==> src/rtl/dac_stream_ctrl_pkg.sv <==
// rtl/dac_stream_ctrl_pkg.sv - shared types and constants for the DAC command sequencer
// Purpose: FSM state enum, default command header/init word, command width helper.
// Ports: none (package).
package dac_stream_ctrl_pkg;

  typedef enum logic [1:0] {
    ST_INIT   = 2'd0,
    ST_STREAM = 2'd1,
    ST_DRAIN  = 2'd2
  } dac_state_e;

  localparam int                   DAC_HDR_W     = 4;
  localparam logic [DAC_HDR_W-1:0] DAC_HDR_BASE  = 4'b0001;
  localparam logic [23:0]          DAC_INIT_WORD = 24'h200008;

  function automatic int cmd_width(input int hdr_w, input int data_w);
    return hdr_w + data_w;
  endfunction

endpackage

==> src/rtl/dac_stream_ctrl_if.sv <==
// rtl/dac_stream_ctrl_if.sv - sample-in / command-out stream bundle
// Purpose: groups the sample frame stream (s_axis_*) and SPI command stream (m_axis_*).
// Ports (modport master = sequencer side):
//   s_axis_tdata/tvalid in, s_axis_tready out   sample frames from FIFO
//   m_axis_tdata/tvalid out, m_axis_tready in   DAC commands to SPI master
// modport slave is the mirror image (FIFO + SPI master side).
interface dac_stream_ctrl_if
  import dac_stream_ctrl_pkg::*;
#(
  parameter int NUM_CH = 2,
  parameter int LANE_W = 32,
  parameter int CMD_W  = cmd_width(DAC_HDR_W, 20)
) ();

  logic [NUM_CH*LANE_W-1:0] s_axis_tdata;
  logic                     s_axis_tvalid;
  logic                     s_axis_tready;
  logic [CMD_W-1:0]         m_axis_tdata;
  logic                     m_axis_tvalid;
  logic                     m_axis_tready;

  modport master (
    input  s_axis_tdata, s_axis_tvalid, m_axis_tready,
    output s_axis_tready, m_axis_tdata, m_axis_tvalid
  );

  modport slave (
    output s_axis_tdata, s_axis_tvalid, m_axis_tready,
    input  s_axis_tready, m_axis_tdata, m_axis_tvalid
  );

endinterface

==> src/rtl/dac_stream_ctrl_out_reg.sv <==
// rtl/dac_stream_ctrl_out_reg.sv - single stream register stage (load/hold/clear)
// Purpose: holds one command word stable until accepted.
// Ports:
//   clk, rst_n         clock, async active-low reset
//   load, load_data    capture a new word (only when can_load)
//   tready             downstream ready
//   tdata, tvalid      registered output word
//   can_load           register empty or being accepted this cycle
module dac_axis_out_reg #(
  parameter int W = 24
) (
  input  logic         clk,
  input  logic         rst_n,
  input  logic         load,
  input  logic [W-1:0] load_data,
  input  logic         tready,
  output logic [W-1:0] tdata,
  output logic         tvalid,
  output logic         can_load
);

  assign can_load = !tvalid || tready;

  always_ff @(posedge clk or negedge rst_n) begin
    if (!rst_n) begin
      tvalid <= 1'b0;
      tdata  <= '0;
    end else if (load) begin
      tvalid <= 1'b1;
      tdata  <= load_data;
    end else if (tready) begin
      tvalid <= 1'b0;
    end
  end

endmodule

==> src/rtl/dac_stream_ctrl.sv <==
// rtl/dac_stream_ctrl.sv - multi-channel DAC command sequencer
// Purpose: plays an init-command table after reset or re-init, then turns packed
//   multi-channel sample frames into per-channel DAC write commands.
// Ports:
//   clk, rst_n     clock, async active-low reset
//   bus (master)   s_axis_* sample frames in, m_axis_* commands out
//   cfg_reinit     one-cycle pulse: replay init table
//   init_done      high while streaming (registered)
//   underrun_cnt   saturating count of starved cycles while streaming
module dac_stream_ctrl
  import dac_stream_ctrl_pkg::*;
#(
  parameter int                NUM_CH   = 2,
  parameter int                LANE_W   = 32,
  parameter int                DATA_W   = 20,
  parameter int                HDR_W    = DAC_HDR_W,
  parameter logic [HDR_W-1:0]  HDR_BASE = DAC_HDR_BASE,
  parameter int                INIT_LEN = 1,
  parameter logic [((INIT_LEN > 0) ? INIT_LEN : 1)*cmd_width(HDR_W, DATA_W)-1:0]
                               INIT_TABLE = DAC_INIT_WORD
) (
  input  logic               clk,
  input  logic               rst_n,
  dac_stream_ctrl_if.master  bus,
  input  logic               cfg_reinit,
  output logic               init_done,
  output logic [15:0]        underrun_cnt
);

  localparam int CMD_W = cmd_width(HDR_W, DATA_W);
  localparam int CH_W  = (NUM_CH > 1) ? $clog2(NUM_CH) : 1;

  dac_state_e               state;
  logic [4:0]               init_idx;     // next table word to load
  logic [CH_W-1:0]          ch_idx;
  logic                     frame_vld;
  logic                     reinit_pend;
  logic                     seen_frame;
  logic [NUM_CH*LANE_W-1:0] frame_buf;

  logic                     can_load;
  logic                     accepted;
  logic                     last_ch;
  logic                     ch_load;
  logic                     s_fire;
  logic                     restart;
  logic                     init_load;
  logic                     load;
  logic [4:0]               init_sel;
  logic [DATA_W-1:0]        lane_code;
  logic [CMD_W-1:0]         load_data;
  int                       tbl_idx;

  assign accepted = bus.m_axis_tvalid && bus.m_axis_tready;
  assign last_ch  = (ch_idx == CH_W'(NUM_CH - 1));
  assign ch_load  = (state != ST_INIT) && frame_vld && can_load;
  assign s_fire   = bus.s_axis_tvalid && bus.s_axis_tready;

  // A re-init request seen in INIT restarts the table as soon as the word in
  // flight has left the output register.
  assign restart   = (state == ST_INIT) && reinit_pend && can_load;
  assign init_sel  = restart ? 5'd0 : init_idx;
  assign init_load = (state == ST_INIT) && can_load && (init_sel < 5'(INIT_LEN));
  assign load      = init_load || ch_load;

  // Accept the next frame while idle, or in the cycle its predecessor's last
  // channel moves into the output register, for gap-free back-to-back frames.
  assign bus.s_axis_tready = (state == ST_STREAM) && (!frame_vld || (last_ch && ch_load));

  assign lane_code = frame_buf[int'(ch_idx)*LANE_W +: DATA_W];

  always_comb begin
    tbl_idx   = (init_sel < 5'(INIT_LEN)) ? int'(init_sel) : 0;
    load_data = '0;
    if (state == ST_INIT) begin
      load_data = INIT_TABLE[tbl_idx*CMD_W +: CMD_W];
    end else begin
      load_data = {HDR_BASE + HDR_W'(ch_idx), lane_code};
    end
  end

  dac_axis_out_reg #(.W(CMD_W)) u_out_reg (
    .clk       (clk),
    .rst_n     (rst_n),
    .load      (load),
    .load_data (load_data),
    .tready    (bus.m_axis_tready),
    .tdata     (bus.m_axis_tdata),
    .tvalid    (bus.m_axis_tvalid),
    .can_load  (can_load)
  );

  always_ff @(posedge clk or negedge rst_n) begin
    if (!rst_n) begin
      state        <= (INIT_LEN == 0) ? ST_STREAM : ST_INIT;
      init_idx     <= '0;
      ch_idx       <= '0;
      frame_vld    <= 1'b0;
      frame_buf    <= '0;
      reinit_pend  <= 1'b0;
      seen_frame   <= 1'b0;
      init_done    <= 1'b0;
      underrun_cnt <= '0;
    end else begin
      if (cfg_reinit) reinit_pend <= 1'b1;

      case (state)
        ST_INIT: begin
          if (init_load) init_idx <= init_sel + 5'd1;
          if (restart) reinit_pend <= cfg_reinit;
          // Only one word is ever in flight, so accepting with the table
          // exhausted means the last init word just left.
          if (!reinit_pend && accepted && init_idx == 5'(INIT_LEN)) begin
            state      <= ST_STREAM;
            init_done  <= 1'b1;
            seen_frame <= 1'b0;
          end
        end
        ST_STREAM: begin
          if (reinit_pend) begin
            state     <= ST_DRAIN;
            init_done <= 1'b0;
          end else begin
            init_done <= 1'b1;
          end
        end
        ST_DRAIN: begin
          if (!frame_vld && can_load) begin
            reinit_pend <= cfg_reinit;
            init_idx    <= '0;
            if (INIT_LEN == 0) begin
              state      <= ST_STREAM;
              init_done  <= 1'b1;
              seen_frame <= 1'b0;
            end else begin
              state <= ST_INIT;
            end
          end
        end
        default: state <= ST_INIT;
      endcase

      if (ch_load) begin
        if (last_ch) begin
          ch_idx    <= '0;
          frame_vld <= 1'b0;
        end else begin
          ch_idx <= ch_idx + CH_W'(1);
        end
      end
      if (s_fire) begin
        frame_buf  <= bus.s_axis_tdata;
        frame_vld  <= 1'b1;
        seen_frame <= 1'b1;
      end

      if ((state == ST_STREAM) && seen_frame && !bus.m_axis_tvalid && !frame_vld &&
          !bus.s_axis_tvalid && (underrun_cnt != 16'hFFFF)) begin
        underrun_cnt <= underrun_cnt + 16'd1;
      end
    end
  end

endmodule

==> src/flat_wrapper.sv <==
// flat-port wrapper written by rule: the top's interface ports become plain ports
module dac_stream_ctrl_flat import dac_stream_ctrl_pkg::*;
#(
  parameter int                NUM_CH   = 2,
  parameter int                LANE_W   = 32,
  parameter int                DATA_W   = 20,
  parameter int                HDR_W    = DAC_HDR_W,
  parameter logic [HDR_W-1:0]  HDR_BASE = DAC_HDR_BASE,
  parameter int                INIT_LEN = 1,
  parameter logic [((INIT_LEN > 0) ? INIT_LEN : 1)*cmd_width(HDR_W, DATA_W)-1:0]
                               INIT_TABLE = DAC_INIT_WORD
)
  (clk, rst_n, cfg_reinit, init_done, underrun_cnt, bus_s_axis_tdata, bus_s_axis_tvalid, bus_m_axis_tready, bus_s_axis_tready, bus_m_axis_tdata, bus_m_axis_tvalid);
  dac_stream_ctrl_if #(.NUM_CH(NUM_CH), .LANE_W(LANE_W), .CMD_W((24))) bus_i ();
  input  logic clk;
  input  logic rst_n;
  input  logic cfg_reinit;
  output logic init_done;
  output logic [15:0] underrun_cnt;
  input wire logic [$bits(bus_i.s_axis_tdata)-1:0] bus_s_axis_tdata;
  input wire logic [$bits(bus_i.s_axis_tvalid)-1:0] bus_s_axis_tvalid;
  input wire logic [$bits(bus_i.m_axis_tready)-1:0] bus_m_axis_tready;
  output wire logic [$bits(bus_i.s_axis_tready)-1:0] bus_s_axis_tready;
  output wire logic [$bits(bus_i.m_axis_tdata)-1:0] bus_m_axis_tdata;
  output wire logic [$bits(bus_i.m_axis_tvalid)-1:0] bus_m_axis_tvalid;
  assign bus_i.s_axis_tdata = bus_s_axis_tdata;
  assign bus_i.s_axis_tvalid = bus_s_axis_tvalid;
  assign bus_i.m_axis_tready = bus_m_axis_tready;
  assign bus_s_axis_tready = bus_i.s_axis_tready;
  assign bus_m_axis_tdata = bus_i.m_axis_tdata;
  assign bus_m_axis_tvalid = bus_i.m_axis_tvalid;
  dac_stream_ctrl #(.NUM_CH(NUM_CH), .LANE_W(LANE_W), .DATA_W(DATA_W), .HDR_W(HDR_W), .HDR_BASE(HDR_BASE), .INIT_LEN(INIT_LEN), .INIT_TABLE(INIT_TABLE)) u_core (.clk(clk), .rst_n(rst_n), .bus(bus_i), .cfg_reinit(cfg_reinit), .init_done(init_done), .underrun_cnt(underrun_cnt));
endmodule
==> config.mk <==
export PLATFORM = sky130hd
export DESIGN_NAME = dac_stream_ctrl_flat
export DESIGN_NICKNAME = d
export VERILOG_FILES = /design/src/rtl/dac_stream_ctrl_pkg.sv /design/src/rtl/dac_stream_ctrl_if.sv /design/src/rtl/dac_stream_ctrl_out_reg.sv /design/src/rtl/dac_stream_ctrl.sv /design/src/flat_wrapper.sv
export SDC_FILE = /design/constraint.sdc
export NUM_CORES = 1
export LEC_CHECK = 0
export BUFFER_PORTS_ARGS = -buffer_cell sky130_fd_sc_hd__buf_2
export CAP_MARGIN = 20
export CORE_UTILIZATION = 33
export CTS_CLUSTER_DIAMETER = 120
export DETAILED_ROUTE_END_ITERATION = 10
export PLACE_DENSITY = 0.61
export SETUP_SLACK_MARGIN = 0.4
export SYNTH_ARGS = -nofsm -noshare
export SYNTH_HDL_FRONTEND = slang
export SYNTH_HIERARCHICAL = 1
export SYNTH_SLANG_ARGS = --single-unit
==> constraint.sdc <==
create_clock -name clk -period 1.9 [get_ports clk]
set_input_delay 0.19 -clock clk [delete_from_list [all_inputs] [get_ports clk]]
set_output_delay 0.19 -clock clk [all_outputs]
set_load 0.02 [all_outputs]
==> impl_metrics.tcl, run 1 <==
set metrics [dict create \
    core_mm2 0.0126 \
    dp_hpwl_um 6130 \
    grt_pass1_wl_um 16000 \
    cp_top_family "compound AO/OA/AOI/OAI gates" \
    crit_fanout 3 \
    dieHeight_um 115 \
    synth_edf_count 0 \
    start_kind "flip-flop" \
    slew_violations 0 \
    grtUsageTotal_pct 16.0 \
    async_reset_ff_share_pct 100 \
    crit_required_ns 2.14 \
    rsz0062_at_grt "true" \
    worstSkewPairLatency_ns 0.35 \
    die-width_um 115 \
    cp_slowest_cell "dfrtp_1" \
    path_depth 7 \
    drv_cap 0 \
    final_net_count 527 \
    finClkSkew_ns 0.0112 \
    p_switching_mw 2.93 \
    area_growth_pct 41.2 \
    antenna_left 0 \
    diodes 0 \
    routed_via_density 4.78 \
    initial_core_util_pct 33.7 \
    syn-mean-instance-area_um2 13.2 \
    wirelength_um 10100 \
    io-pin-count 112 \
    synthFlopType "dfrtp_1" \
    clk_path_buf_depth 2 \
    dr.pass1.iters 4 \
    setup_viol 0 \
    comb_power_share_pct 42.6 \
    grt_pass1_vias 3135 \
    layout_min_cycle_time_ns 1.78 \
    cts_buffers 9 \
    yosys-top-cells-count "dfrtp_1, mux2_1, nor2_1, mux2i_1, mux2_4" \
    synth_top_area_share_pct 54.9 \
    r2r_end "u_core/init_idx[2]$_DFFE_PN0P_" \
    critPathBufInv 0 \
    grt_max_degree 49 \
    portBuffers 87 \
    hold_viol_final 0 \
    numClockSinks 93 \
    synth-seq-area-share_pct 54.9 \
    reg2reg_from "u_core/state[1]$_DFFE_PN0P_" \
    wl_per_cell_um 16.0 \
    fillers 1115 \
    p_seq_share_pct 37.3 \
    grt_antenna_before_repair 0 \
    worstSetupStartpoint "u_core/state[1]$_DFFE_PN0P_" \
    synth_top_area_cell "dfrtp_1" \
    place_area_mm2 0.00508 \
    crit_arrival_ns 2.02 \
    overflow 0 \
    synth_cells 322 \
    tns_ns 0 \
    critPathKind "reg2reg" \
    cts_root_buffer "clkbuf_16" \
    ir_drop_uv 1010 \
    endpoint_kind "flip-flop" \
    die_area_mm2 0.0133 \
    yosys_warnings 6 \
    cts_tree "done" \
    hp-class "in2reg" \
    clkPwrFrac_pct 20.1 \
    synth_most_common_cell "dfrtp_1" \
    endpoint "u_core/init_idx[2]$_DFFE_PN0P_" \
    max_freq_mhz 561 \
    htreeDepth 3 \
    drive_gt1_share_pct 48.8 \
    netlist_area_mm2 0.00424 \
    fin_util_pct 47.6 \
    ys_ff_latch 93 \
    sw_frac_of_total_pct 34.6 \
    floorplan.rows 41 \
    critical_path.max_stage_delay_ns 0.38 \
    ys_types 47 \
    drtIter0Drc 144 \
    p_leak_nw 3.02 \
    worst-r2r-setup-slack_ns 0.12 \
    finalInstanceArea_mm2 0.00599 \
    reg2reg_depth 7 \
    power_density_mw_per_mm2 1420 \
    path_clk_slew_ns 0.07 \
    num_vias 3024 \
    synthTopCellsByArea "dfrtp_1, mux2_1, mux2_4, mux2i_1, nor2_1" \
    cp_cell_sequence "or2_4 -> o21a_1 -> ha_2 -> and4b_1 -> a31oi_1 -> o21ai_1 -> a311o_1" \
    gp_congestion 0.775 \
    post-place-ws_ns 0.0925 \
    intPower_mw 5.54 \
    status "finished clean" \
    drcViolationCount 0 \
    setup_ws_ns 0.117 \
    period_share_pct 93.8 \
]
==> per-stage QoR <==
step                      hold WS, ns  total power, mW  std cells
final                          0.0518             8.47        633
after global routing           0.0476             9.01        633
after CTS                      0.0328             8.45        625
after detailed placement        0.147             6.44        585
after global placement          0.142             6.36        585
after floorplan                -0.106             5.47        323
==> registers in the layout, indices dropped and copies added (netlist names) <==
signal,count
u_core/ch_idx,1
u_core/frame_buf,40
u_core/frame_vld,1
u_core/init_done,1
u_core/init_idx,5
u_core/reinit_pend,1
u_core/seen_frame,1
u_core/state,2
u_core/u_out_reg/tdata,24
u_core/u_out_reg/tvalid,1
u_core/underrun_cnt,16
==> how the worst min path moves through the flow <==
stage	start	endpoint	slack [ns]	cells past startpoint
2_1_floorplan	rst_n	u_core/ch_idx$_DFFE_PN0P_	-0.11	0
3_3_place_gp	rst_n	u_core/u_out_reg/tdata[16]$_DFFE_PN0P_	0.14	1
3_5_place_dp	rst_n	u_core/u_out_reg/tdata[16]$_DFFE_PN0P_	0.15	1
4_1_cts	cfg_reinit	u_core/reinit_pend$_DFF_PN0_	0.03	2
5_1_grt	bus_s_axis_tdata[50]	u_core/frame_buf[50]$_DFFE_PN0P_	0.05	2
6_report	bus_s_axis_tdata[43]	u_core/frame_buf[43]$_DFFE_PN0P_	0.05	2
==> per-layer routing <==
| metal | up-vias | routed length, um | track usage (%) |
|---|---|---|---|
| met5 | - | 0 | 0 |
| li1 | 1411 | - | - |
| met3 | 16 | 542 | 4.85 |
| met1 | 1517 | 4460 | 20.0 |
| met4 | 0 | 155 | 5.63 |
| met2 | 80 | 4980 | 26.3 |
==> worst register-to-register path, stage by stage, from the launching register on <==
cell	delay (ns)
dfrtp_1	0.38
or2_4	0.26
o21a_1	0.18
ha_2	0.18
and4b_1	0.18
a31oi_1	0.14
o21ai_1	0.08
a311o_1	0.27
==> kinds of logic (layout without fill, tap and decap cells) <==
| family | Yosys count | in the layout | synth area share (%) |
|---|---|---|---|
| xor+xnor | 10 | 10 | 2.07 |
| mux | 89 | 89 | 24.7 |
| buf+inv | 20 | 158 | 2.95 |
| flops | 93 | 93 | 54.9 |
| compound gates | 24 | 24 | 3.98 |
| fa+ha+maj | 2 | 2 | 0.590 |
| other cells | 1 | 2 | 0.0884 |
| simple gates | 83 | 83 | 10.8 |
==> power groups by stage <==
stage / registers, mW / logic, mW / clock network, mW
2_1_floorplan: 3.44 / 2.02 / 0
3_3_place_gp: 3.19 / 3.17 / 0
3_5_place_dp: 3.22 / 3.23 / 0
4_1_cts: 3.17 / 3.52 / 1.77
5_1_grt: 3.26 / 3.92 / 1.84
6_report: 3.16 / 3.61 / 1.70
==> layout by cell type, fill, tap and decap left out, drive strengths merged, types with 6 or more instances in the layout <==
cell type	netlist	layout
a21oi	6	6
dfrtp	93	93
clkbuf	3	11
mux2i	21	21
xor2	8	8
nand2b	6	6
inv	6	7
buf	11	132
nand3	8	8
nand2	16	16
nor2	25	25
mux2	68	68
==> repair_timing <==
item | CTS | global route
pin swaps | 17 | 14
endpoints found under the hold margin | 28 | 0
endpoints found under the setup margin | 84 | 88
hold buffers | 1 | 0
gates resized for setup | 40 | 15
cloned | 3 | 1
setup buffers | 20 | 7
==> final cells by class <==
cell class	instances	area, um^2	area share (%)
clock buffer	10	239	3.99
clock inverter	6	46.3	0.773
timing repair buffer	136	1030	17.3
multi-input combinational	210	2090	34.9
tap	172	215	3.59
sequential	93	2340	39.0
inverter	6	22.5	0.376
Power figures use the tool's default switching activity.
==> inputs of run 2 (changes only) <==
--- a/config.mk
+++ b/config.mk
@@ -10,9 +10,9 @@
 export CORE_UTILIZATION = 33
 export CTS_CLUSTER_DIAMETER = 120
 export DETAILED_ROUTE_END_ITERATION = 10
-export PLACE_DENSITY = 0.61
+export PLACE_DENSITY = 0.59
+export REMOVE_ABC_BUFFERS = 1
 export SETUP_SLACK_MARGIN = 0.4
 export SYNTH_ARGS = -nofsm -noshare
 export SYNTH_HDL_FRONTEND = slang
-export SYNTH_HIERARCHICAL = 1
 export SYNTH_SLANG_ARGS = --single-unit
==> constraint.sdc (replaced) <==
create_clock -name clk -period 1.85 [get_ports clk]
set_input_delay 0.185 -clock clk [delete_from_list [all_inputs] [get_ports clk]]
set_output_delay 0.185 -clock clk [all_outputs]
set_load 0.02 [all_outputs]
==> impl_metrics.tcl, run 2 <==
set metrics [dict create \
    status "finished clean" \
    yosys-top-cells-count "dfrtp_1, mux2_2, nor2_1, mux2i_1, nand2_1" \
    synth_top_area_cell "dfrtp_1" \
    crit_arrival_ns 2.07 \
    dr.pass1.iters 4 \
    netlist_area_mm2 0.00417 \
    routed_via_density 4.83 \
    ys_types 47 \
    drive_gt1_share_pct 55.4 \
    final_common_cell "dfrtp_1" \
    grt_max_degree 48 \
    tns_ns 0 \
    portBuffers 85 \
    crit_top_cell "or4_4" \
    setup_viol 0 \
    endpoint_kind "flip-flop" \
    layout_min_cycle_time_ns 1.78 \
    die-width_um 114 \
    layout_common_cells "dfrtp_1, buf_2, mux2_2, buf_4, mux2i_1" \
    dp_hpwl_um 6150 \
    cts_buffers 9 \
    antenna_left 0 \
    finClkSkew_ns 0.00715 \
    cp_slowest_cell "or4_4" \
    worstSkewPairLatency_ns 0.35 \
    max_freq_mhz 561 \
    ir_drop_uv 834 \
    grt_pass1_wl_um 16800 \
    ys_ff_latch 91 \
    crit_fanout 3 \
    cts_tree "done" \
    hold_viol_final 0 \
    largest_reg_flops 40 \
    power_density_mw_per_mm2 1430 \
    p_leak_nw 2.93 \
    io-pin-count 112 \
    critPathKind "reg2reg" \
    area_growth_pct 43.3 \
    initial_core_util_pct 34.3 \
    registers.top_by_ff_count "u_core.frame_buf" \
    cts_root_buffer "clkbuf_16" \
    path_clk_slew_ns 0.06 \
    synthFlopType "dfrtp_1" \
    worst_pin_slew_ns 0.534 \
    core_mm2 0.0122 \
    async_reset_ff_share_pct 100 \
    synthTopCellsByArea "dfrtp_1, mux2_2, mux2i_1, nor2_1, xor2_1" \
    wirelength_um 10200 \
    critical_path.max_stage_delay_ns 0.55 \
    synth_cells 330 \
    drtIter0Drc 110 \
    grt_antenna_before_repair 1 \
    synth_top_area_share_pct 54.6 \
    grtUsageTotal_pct 17.1 \
    critPathBufInv 0 \
    synth_most_common_cell "dfrtp_1" \
    clk_path_buf_depth 2 \
    diodes 0 \
    gp_congestion 0.763 \
    hp-class "in2reg" \
    yosys_warnings 0 \
    drcViolationCount 0 \
    worstSetupStartpoint "u_core.init_idx[2]$_DFFE_PN0P_" \
    crit_required_ns 2.14 \
    syn-mean-instance-area_um2 12.6 \
    dieHeight_um 114 \
    relSlewSlack_pct 64.4 \
    synth-seq-area-share_pct 54.6 \
    largestRegisters "u_core.frame_buf: 40 flops, u_core.u_out_reg.tdata: 22 flops, u_core.underrun_cnt: 16 flops" \
    wl_per_cell_um 15.9 \
    fin_util_pct 49.1 \
    floorplan.rows 40 \
    grt_pass1_vias 3409 \
    cp_top_family "simple AND/OR/NAND/NOR gates" \
    period_share_pct 96.4 \
    slew_violations 0 \
    drv_cap 0 \
    final_net_count 544 \
    die_area_mm2 0.0131 \
    overflow 0 \
    num_vias 3106 \
    synth_edf_count 0 \
    numClockSinks 91 \
    cp_cell_sequence "or4_4 -> or4_4 -> mux2_4 -> nor2_4" \
    fillers 1071 \
    start_kind "flip-flop" \
    htreeDepth 3 \
    rsz0062_at_grt "true" \
    min_from "cfg_reinit" \
    reg2reg_from "u_core.init_idx[2]$_DFFE_PN0P_" \
]
==> run 2: metrics by stage <==
| stage | std cells | hold WS, ns | instance area (um^2) | worst slack, ns | total power [mW] |
|---|---|---|---|---|---|
| 2_1_floorplan | 319 | -0.111 | 4080 | -1.16 | 5.29 |
| 3_3_place_gp | 588 | 0.187 | 4890 | 0.0344 | 6.30 |
| 3_5_place_dp | 588 | 0.206 | 4890 | 0.0146 | 6.40 |
| 4_1_cts | 636 | 0.0399 | 5840 | 0.0604 | 8.54 |
| 5_1_grt | 643 | 0.0463 | 5980 | 0.0313 | 9.11 |
| 6_report | 643 | 0.0429 | 5980 | 0.0668 | 8.55 |
==> run 2: timing repair <==
item                                   4_1_cts  5_1_grt
endpoints found under the hold margin       36        0
buffers inserted                            27        7
setup endpoints to repair                   87       89
pin swaps                                   22       15
cloned                                       4        0
gates resized for setup                     64       22
hold buffers                                 1        0
==> run 2: cells by family after synthesis <==
logic type | synth area share, %
xor gates and xnor gates | 2.94
adders and majority gates | 1.50
other | 0.0899
and+or+nand+nor | 10.9
DFF | 54.6
muxes | 22.9
AOI/OAI and AO/OA | 3.84
buffers and inverters | 3.30
==> run 2: routing by layer <==
metal | global-route usage [%] | up-vias | wire, um
met3 | 6.78 | 16 | 671
met4 | 6.23 | 2 | 162
met1 | 19.0 | 1565 | 4250
met5 | 0 | - | 17
li1 | - | 1451 | -
met2 | 29.6 | 72 | 5100
==> run 2: worst paths after layout <==
kind                            slack (ns)                               end  depth (start not counted)
min in group asynchronous             0.34  u_core.frame_buf[15]$_DFFE_PN0P_                          2
worst max register to register        0.07       u_core.state[0]$_DFFE_PN0P_                          4
worst max-delay path                  0.07       u_core.state[0]$_DFFE_PN0P_                          4
worst min register to register        0.49      u_core.init_done$_DFFE_PN0P_                          1
max in group asynchronous             0.85  u_core.frame_buf[13]$_DFFE_PN0P_                          3
worst min-delay path                  0.04      u_core.reinit_pend$_DFF_PN0_                          2
==> run 2: layout make-up <==
class / instances / area (um^2) / share of cell area [%]
multi-input cells: 221 / 2130 / 35.6
repair buffers: 139 / 1050 / 17.6
well taps: 168 / 210 / 3.52
clock inverters: 5 / 37.5 / 0.628
clock buffers: 11 / 233 / 3.89
inverters: 8 / 30.0 / 0.503
flip-flops and latches: 91 / 2280 / 38.2
==> run 2: power by group <==
group | total, mW | internal [mW] | switching (mW)
registers | 3.17 | 2.74 | 0.429
logic | 3.66 | 1.86 | 1.80
clock network | 1.72 | 0.919 | 0.797
total | 8.55 | 5.52 | 3.02
==> inputs of run 3 (changes only) <==
--- a/config.mk
+++ b/config.mk
@@ -10,6 +10,7 @@
 export CORE_UTILIZATION = 33
 export CTS_CLUSTER_DIAMETER = 120
 export DETAILED_ROUTE_END_ITERATION = 10
+export HOLD_SLACK_MARGIN = 0.06
 export PLACE_DENSITY = 0.59
 export REMOVE_ABC_BUFFERS = 1
 export SETUP_SLACK_MARGIN = 0.4
==> impl_metrics.tcl, run 3 (synthesis gave the netlist of run 2 again) <==
set metrics [dict create \
    cts_buffers 9 \
    clk_path_buf_depth 2 \
    dp_hpwl_um 6150 \
    num_vias 3209 \
    layout_min_cycle_time_ns 1.78 \
    multiInputGateArea_mm2 0.00213 \
    relSlewSlack_pct 64.3 \
    post_layout_nonfiller_instances 673 \
    reg2reg_depth 4 \
    start_kind "flip-flop" \
    drv_cap 0 \
    endpoint_kind "flip-flop" \
    cts_tree "done" \
    max_freq_mhz 561 \
    diodes 0 \
    initial_core_util_pct 34.3 \
    reg2reg_from "u_core.init_idx[2]$_DFFE_PN0P_" \
    path_clk_slew_ns 0.07 \
    floorplan.rows 40 \
    finalInstanceArea_mm2 0.00628 \
    regArea_mm2 0.00228 \
    htreeDepth 3 \
    period_share_pct 96.4 \
    gp_congestion 0.763 \
    worst-r2r-setup-slack_ns 0.07 \
    drtIter0Drc 127 \
    hold_viol_final 0 \
    slew_violations 0 \
    final_net_count 574 \
    status "finished clean" \
    crit_required_ns 2.14 \
    crit_fanout 3 \
    portBuffers 85 \
    drcViolationCount 0 \
    worst_pin_slew_ns 0.535 \
    worstSetupStartpoint "u_core.init_idx[2]$_DFFE_PN0P_" \
    grt_pass1_wl_um 17400 \
    grt_pass1_vias 3503 \
    power_density_mw_per_mm2 1370 \
    largest_reg_flops 40 \
    worstSkewPairLatency_ns 0.35 \
    p_leak_nw 3.06 \
    dp_cells 588 \
    numClockSinks 91 \
    die_area_mm2 0.0131 \
    grt_antenna_before_repair 0 \
    layout_common_cells "dfrtp_1, buf_2, mux2_2, dlygate4sd3_1, buf_4" \
    setup_viol 0 \
    die-width_um 114 \
    wl_per_cell_um 15.5 \
    drive_gt1_share_pct 52.1 \
    dr.pass1.iters 4 \
    r2r_end "u_core.state[0]$_DFFE_PN0P_" \
    core_mm2 0.0122 \
    cts_root_buffer "clkbuf_16" \
    registers.top_by_ff_count "u_core.frame_buf" \
    routed_via_density 4.77 \
    rsz0062_at_grt "true" \
    endpoint "u_core.state[0]$_DFFE_PN0P_" \
    crit_arrival_ns 2.07 \
    grt_max_degree 48 \
    wirelength_um 10400 \
    place_area_mm2 0.00489 \
    overflow 0 \
    dieHeight_um 114 \
    area_growth_pct 50.4 \
    largestRegisters "u_core.frame_buf: 40 flops, u_core.u_out_reg.tdata: 22 flops, u_core.underrun_cnt: 16 flops" \
    finClkSkew_ns 0.00752 \
    io-pin-count 112 \
    critPathKind "reg2reg" \
    antenna_left 0 \
    grtUsageTotal_pct 17.6 \
    hp-class "in2reg" \
    ir_drop_uv 847 \
    final_common_cell "dfrtp_1" \
    fillers 1040 \
]
-- run 3: timing repair --
| action | 4_1_cts | 5_1_grt |
|---|---|---|
| cloned | 4 | 0 |
| hold buffers | 31 | 0 |
| gates resized for setup | 64 | 22 |
| setup endpoints to repair | 87 | 89 |
| hold endpoints to repair | 66 | 0 |
| pin swaps | 22 | 15 |
| setup buffers | 27 | 7 |
-- run 3: worst min-delay path by stage --
| stage | from | endpoint | slack (ns) | cells past startpoint |
|---|---|---|---|---|
| 2_1_floorplan | rst_n | u_core.ch_idx$_DFFE_PN0P_ | -0.11 | 0 |
| 3_3_place_gp | rst_n | u_core.frame_buf[47]$_DFFE_PN0P_ | 0.19 | 1 |
| 3_5_place_dp | rst_n | u_core.frame_buf[15]$_DFFE_PN0P_ | 0.21 | 1 |
| 4_1_cts | bus_s_axis_tdata[36] | u_core.frame_buf[36]$_DFFE_PN0P_ | 0.06 | 2 |
| 5_1_grt | bus_s_axis_tdata[36] | u_core.frame_buf[36]$_DFFE_PN0P_ | 0.07 | 2 |
| 6_report | bus_s_axis_tdata[10] | u_core.frame_buf[10]$_DFFE_PN0P_ | 0.07 | 2 |
-- run 3: cell type report --
cell class / instances / area share (%)
clock buffers: 11 / 3.71
flip-flops and latches: 91 / 36.4
inverters: 8 / 0.478
clock inverters: 5 / 0.598
repair buffers: 169 / 21.5
multi-input cells: 221 / 33.9
well taps: 168 / 3.35
-- run 3: where the power goes --
group / internal, mW / switching, mW
Combinational: 1.90 / 1.81
Sequential: 2.74 / 0.435
Clock: 0.919 / 0.803
Total: 5.57 / 3.05
-- run 3: per-layer routing --
layer	routed length [um]	vias up	GRT usage (%)
met5	0	-	0
met2	5310	72	30.7
li1	-	1512	-
met3	587	13	5.98
met4	159	0	6.23
met1	4370	1612	20.0
-- run 3: critical path, stage by stage (launching register included) --
cell     delay (ns)
dfrtp_1        0.38
or4_4          0.55
or4_4          0.45
mux2_4         0.29
nor2_4         0.07
-- run 3: stage by stage --
stage	hold slack [ns]	TNS, ns	setup WS, ns	power (mW)	utilization [%]
final	0.0726	0	0.0668	8.61	51.6
after global routing	0.0671	0	0.0303	9.17	51.6
after CTS	0.0615	0	0.0604	8.59	50.5
after detailed placement	0.206	0	0.0146	6.40	40.2
after global placement	0.187	0	0.0344	6.30	40.2
after floorplan	-0.111	-59.13	-1.16	5.29	-
